<file path="config.mk">
export PLATFORM = sky130hd
export DESIGN_NAME = pp_final_adder
export DESIGN_NICKNAME = d
export VERILOG_FILES = /design/src/rtl/pp_pkg.sv /design/src/rtl/cpa_slice.sv /design/src/rtl/pp_final_adder.sv
export SDC_FILE = /design/constraint.sdc
export NUM_CORES = 1
export LEC_CHECK = 0
export CAP_MARGIN = 0
export CORE_MARGIN = 10
export CORE_UTILIZATION = 53
export CTS_BUF_LIST = sky130_fd_sc_hd__clkbuf_16
export CTS_CLUSTER_DIAMETER = 150
export DETAILED_ROUTE_END_ITERATION = 16
export PLACE_DENSITY = 0.83
export RECOVER_POWER = 50
export SLEW_MARGIN = 0
export SYNTH_ARGS = -nofsm -noshare
export SYNTH_HDL_FRONTEND = slang
export SYNTH_HIERARCHICAL = 1
export SYNTH_SLANG_ARGS = --single-unit
</file>
<file path="constraint.sdc">
create_clock -name clk -period 8.5 [get_ports clk]
set_input_delay 1.7 -clock clk [delete_from_list [all_inputs] [get_ports clk]]
set_output_delay 1.7 -clock clk [all_outputs]
set_load 0.1 [all_outputs]
</file>
<file path="src/rtl/pp_pkg.sv">
// Shared widths and helpers for the partial-product final adder.
package pp_pkg;

    localparam int PROD_W  = 64;
    localparam int CARRY_W = 63;
    localparam int SUM_W   = 64;
    localparam int COUNT_W = 16;

    // The compressor's carry vector is one place more significant than its
    // sum vector; shift it into a full-width addend.
    function automatic logic [PROD_W-1:0] carry_operand(input logic [CARRY_W-1:0] c);
        return {c, 1'b0};
    endfunction

endpackage

</file>
<file path="src/rtl/cpa_slice.sv">
// Plain carry-propagate adder slice: {cout, sum} = a + b + cin.
module cpa_slice #(
    parameter int W = 32
) (
    input  logic [W-1:0] a,
    input  logic [W-1:0] b,
    input  logic         cin,
    output logic [W-1:0] sum,
    output logic         cout
);

    logic [W:0] total_s;

    // Widen by one bit so the carry-out falls out of the addition.
    always_comb begin
        total_s = {1'b0, a} + {1'b0, b} + {{W{1'b0}}, cin};
    end

    assign sum  = total_s[W-1:0];
    assign cout = total_s[W];

endmodule

</file>
<file path="src/rtl/pp_final_adder.sv">
// Two-stage pipelined final adder for a carry-save product pair.
// Stage 1 adds the low SPLIT bits, stage 2 adds the high bits plus the
// stage-1 carry. Valid/ready handshakes on both sides.
module pp_final_adder
    import pp_pkg::*;
#(
    parameter int SPLIT = 32
) (
    input  logic               clk,
    input  logic               rst,
    input  logic               in_valid,
    output logic               in_ready,
    input  logic [CARRY_W-1:0] c_in,
    input  logic [SUM_W-1:0]   s_in,
    output logic               out_valid,
    input  logic               out_ready,
    output logic [PROD_W-1:0]  product,
    output logic [COUNT_W-1:0] op_count
);

    localparam int HI_W = PROD_W - SPLIT;

    // Stage 1 state
    logic              s1_valid_q, s1_valid_d;
    logic [SPLIT-1:0]  s1_lo_q;
    logic              s1_cy_q;
    logic [HI_W-1:0]   s1_hi_a_q;
    logic [HI_W-1:0]   s1_hi_b_q;

    // Stage 2 state
    logic              s2_valid_q, s2_valid_d;
    logic [PROD_W-1:0] product_q, product_d;

    logic [COUNT_W-1:0] count_q, count_d;

    // Handshake terms
    logic s2_ready_s;
    logic in_ready_s;
    logic in_fire_s;
    logic out_fire_s;
    logic s2_load_s;

    // Datapath
    logic [PROD_W-1:0] operand_b_s;
    logic [SPLIT-1:0]  lo_sum_s;
    logic              lo_cout_s;
    logic [HI_W-1:0]   hi_sum_s;
    logic              hi_cout_unused_s;   // carry out of bit 63 is discarded

    assign operand_b_s = carry_operand(c_in);

    cpa_slice #(.W(SPLIT)) u_cpa_lo (
        .a    (s_in[SPLIT-1:0]),
        .b    (operand_b_s[SPLIT-1:0]),
        .cin  (1'b0),
        .sum  (lo_sum_s),
        .cout (lo_cout_s)
    );

    cpa_slice #(.W(HI_W)) u_cpa_hi (
        .a    (s1_hi_a_q),
        .b    (s1_hi_b_q),
        .cin  (s1_cy_q),
        .sum  (hi_sum_s),
        .cout (hi_cout_unused_s)
    );

    // Handshake: a stage accepts when empty or when it drains this cycle.
    always_comb begin
        s2_ready_s = !s2_valid_q || out_ready;
        in_ready_s = !s1_valid_q || s2_ready_s;
        in_fire_s  = in_valid && in_ready_s;
        out_fire_s = s2_valid_q && out_ready;
        s2_load_s  = s2_ready_s && s1_valid_q;
    end

    // Next-state for the stage valids, the assembled product and the counter.
    always_comb begin
        s1_valid_d = s1_valid_q;
        s2_valid_d = s2_valid_q;
        count_d    = count_q;
        product_d  = {hi_sum_s, s1_lo_q};
        if (in_ready_s) begin
            s1_valid_d = in_valid;
        end else begin
            s1_valid_d = s1_valid_q;
        end
        if (s2_ready_s) begin
            s2_valid_d = s1_valid_q;
        end else begin
            s2_valid_d = s2_valid_q;
        end
        if (out_fire_s) begin
            count_d = count_q + 16'd1;
        end else begin
            count_d = count_q;
        end
    end

    // Stage valid bits and delivered-product counter.
    always_ff @(posedge clk or posedge rst) begin
        if (rst) begin
            s1_valid_q <= 1'b0;
            s2_valid_q <= 1'b0;
            count_q    <= 16'd0;
        end else begin
            s1_valid_q <= s1_valid_d;
            s2_valid_q <= s2_valid_d;
            count_q    <= count_d;
        end
    end

    // Stage 1 data: low partial sum, its carry, and the untouched high operands.
    always_ff @(posedge clk or posedge rst) begin
        if (rst) begin
            s1_lo_q   <= '0;
            s1_cy_q   <= 1'b0;
            s1_hi_a_q <= '0;
            s1_hi_b_q <= '0;
        end else if (in_fire_s) begin
            s1_lo_q   <= lo_sum_s;
            s1_cy_q   <= lo_cout_s;
            s1_hi_a_q <= s_in[PROD_W-1:SPLIT];
            s1_hi_b_q <= operand_b_s[PROD_W-1:SPLIT];
        end
    end

    // Stage 2 data: the finished product, held while downstream stalls.
    always_ff @(posedge clk or posedge rst) begin
        if (rst) begin
            product_q <= 64'd0;
        end else if (s2_load_s) begin
            product_q <= product_d;
        end
    end

    assign in_ready  = in_ready_s;
    assign out_valid = s2_valid_q;
    assign product   = product_q;
    assign op_count  = count_q;

endmodule

</file>
==> metrics list <==
- Nets: ~1300
- Summed instance area of the synthesized netlist: 10600 um2
- Dpl cell area: around 13000 um2
- Setup violations remaining at the end of the flow were counted as 0.
* Worst relative slew slack: -2.24
- From bottom edge to top edge, the die measures 161 um.
- CTS tree: done
- In the final layout, the share of cells above drive strength 1 is 0.190.
- PnR worst setup slack: between 2 and 3 ns
- CTS Buffer Depth: 2
- Post-CTS clock slew at the launch and capture registers of the worst setup and hold paths: about 0.070 ns
- In this run the power density over the cells is around 340 nW/um2.
- Leaving out fill and tap cells, the most frequent cell in the layout is sky130_fd_sc_hd__clkdlybuf4s50_1.
* Synth Warn #: 6
- Final RePlAce weighted congestion: 0.882
- The via count of the first global-routing pass was 8312.
* Pin count of the biggest net entering global routing: 110
- The floorplan has 51 rows.
- Summing all non-filler instances in the final layout gives an area of 13400 um2.
- The completed layout was analyzed and its total power is 4.59 mW.
- Transition at the pin with the smallest max-transition slack: 4.83 ns
* Post-route DRC violation count: 0
- Die X: 161 um
* Hold-fix buffer count after cts: 0
- RSZ-0062 raised after global routing: no
* Layout Skew: 0.0121 ns
* Antenna violations before repair: 5
- The endpoint identified for the worst register-to-register timing path is product[60].
* Worst min-delay path class: reg -> reg
- For this block, the initial DRC count from the detailed router was a little under 400.
- Total global routing overflow: 0
* Synthesized netlist cell count: 925
* Level count of the clock H-tree: 4
* Worst reg2reg path startpoint: s1_hi_a_q[0]
- STA puts the critical path data arrival time at 6.10 ns.
* Total of cells resized after clock tree synthesis: 0
- Boundary pin count: 213
* Area of the die: 26000 um2
- The final reports fail on max-capacitance violations, max-slew violations.
* Max-cap check violation count: 2
- Cts bufs inserted: 17
- Status: finished, violations left
- The analysis attributes to cell leakage a power of 5.83 nW.
- After detailed routing, the total wire length is 26400 um.
- Number of cells on the worst hold path: 1
- Worst setup slack for register-to-register paths: 5.10 ns
- Post-placement setup slack: 3.12 ns
* Clock tree sinks: ~180
- After detailed routing, the average wire length per cell comes to 18.7 um.
- Via-to-Cell Ratio: 5.69
* Maximum achievable frequency: 176 MHz
- The count of endpoints failing hold in the final timing report is 0.
- Floorplan core area: 19500 um2
- Gr usage total: 0.203
- STA classifies the critical path endpoint as an asynchronous set/reset pin.
- The first TritonRoute pass finished after 5 iterations.
- Remaining number of nets flagged by the antenna check after routing: 0
- For the worst-skew pair, the clock arrives at the later sink with an insertion delay of 0.42 ns.
* Wire length of the first global-routing pass: 43300 um
- Filler cell count in the final layout: between 1500 and 2000
- Count of input and output buffers: roughly 210
* Worst R2R Path Depth: 10
- Buffers added to address setup during post-CTS repair amount to 0.
- For hold timing, the worst endpoint is op_count[15].
- The worst setup path is launched from an input port.
* Max-slew violation count: 175
* Initial Util: 0.540
- VDD sags by at most 0.226 mV.
- The worst path needs 5.68 ns of the cycle, external delays included.
- The worst hold path begins at op_count[15].
- Detailed placement ended at an HPWL of 19900 um.
- The final route contains 8037 vias.
- Data required time at the worst endpoint: slightly below 9 ns
* Most frequent cells in the layout: 187 x sky130_fd_sc_hd__clkdlybuf4s50_1, 179 x sky130_fd_sc_hd__dfrtp_1, 132 x sky130_fd_sc_hd__mux2_2, 68 x sky130_fd_sc_hd__a21oi_1, 63 x sky130_fd_sc_hd__ha_1
- Along the worst path, the maximum fanout reaches 109.
* Crit Path Category: in -> async
- Setup Total Neg Slack: 0 ns
* Syn avg cell area: 11.4 um2
- Root Buffer Master: sky130_fd_sc_hd__clkbuf_16
* Share of the clock period used by the worst path after layout: 0.668
* Area growth from synthesis to layout: 27.4%
[sequential cells by signal, indices dropped and copies added, names as in the netlist]
register	flops
s1_lo_q	32
s1_hi_a_q	32
s1_cy_q	1
out_valid	1
s1_valid_q	1
s1_hi_b_q	32
op_count	16
product	64
[report_power, final]
group	total (mW)	internal [mW]	switching, mW
combinational	2.50	0.752	1.74
clock	0.841	0.496	0.345
sequential	1.26	1.10	0.153
[critical path: stages]
cell	delay, ns
sky130_fd_sc_hd__dlygate4sd3_1	0.54
sky130_fd_sc_hd__clkinvlp_2	2.69
sky130_fd_sc_hd__buf_4	1.05
[how the worst max path moves through the flow]
stage | startpoint | endpoint | slack (ns) | cells after the start
final | rst | s1_hi_a_q[25] | 2.82 | 3
after detailed placement | out_ready | in_ready | 3.12 | 3
after global placement | out_ready | in_ready | 3.19 | 3
after floorplan | rst | op_count[0] | 1.94 | 1
after global routing | rst | s1_hi_a_q[12] | 2.01 | 3
after CTS | out_ready | in_ready | 3.12 | 3
[area by class of cell]
| class | count | area [um2] | share of cell area |
|---|---|---|---|
| inverter | 16 | 61.3 | 0.00456 |
| antenna | 3 | 7.51 | 0.000558 |
| tap | 265 | 332 | 0.0247 |
| multi-input combinational | 704 | 5800 | 0.431 |
| clock buffer | 17 | 425 | 0.0316 |
| sequential | 179 | 4480 | 0.333 |
| timing repair buffer | 214 | 2140 | 0.159 |
| clock inverter | 15 | 203 | 0.0151 |
[layer usage]
layer | track usage | wire (um) | up-vias
met5 | 0 | 22 | -
met4 | 0.0467 | 433 | 4
met3 | 0.0630 | 1870 | 35
met2 | 0.337 | 12700 | 259
met1 | 0.253 | 11400 | 3921
li1 | - | - | 3818
[through the flow]
step	hold slack, ns	std cells	util
final	0.483	1413	0.688
after global routing	0.506	1411	0.688
after CTS	0.490	1410	0.690
after detailed placement	0.481	1378	0.658
after global placement	0.455	1378	0.658
after floorplan	0.475	926	-
(Power assumes the default switching activity.)
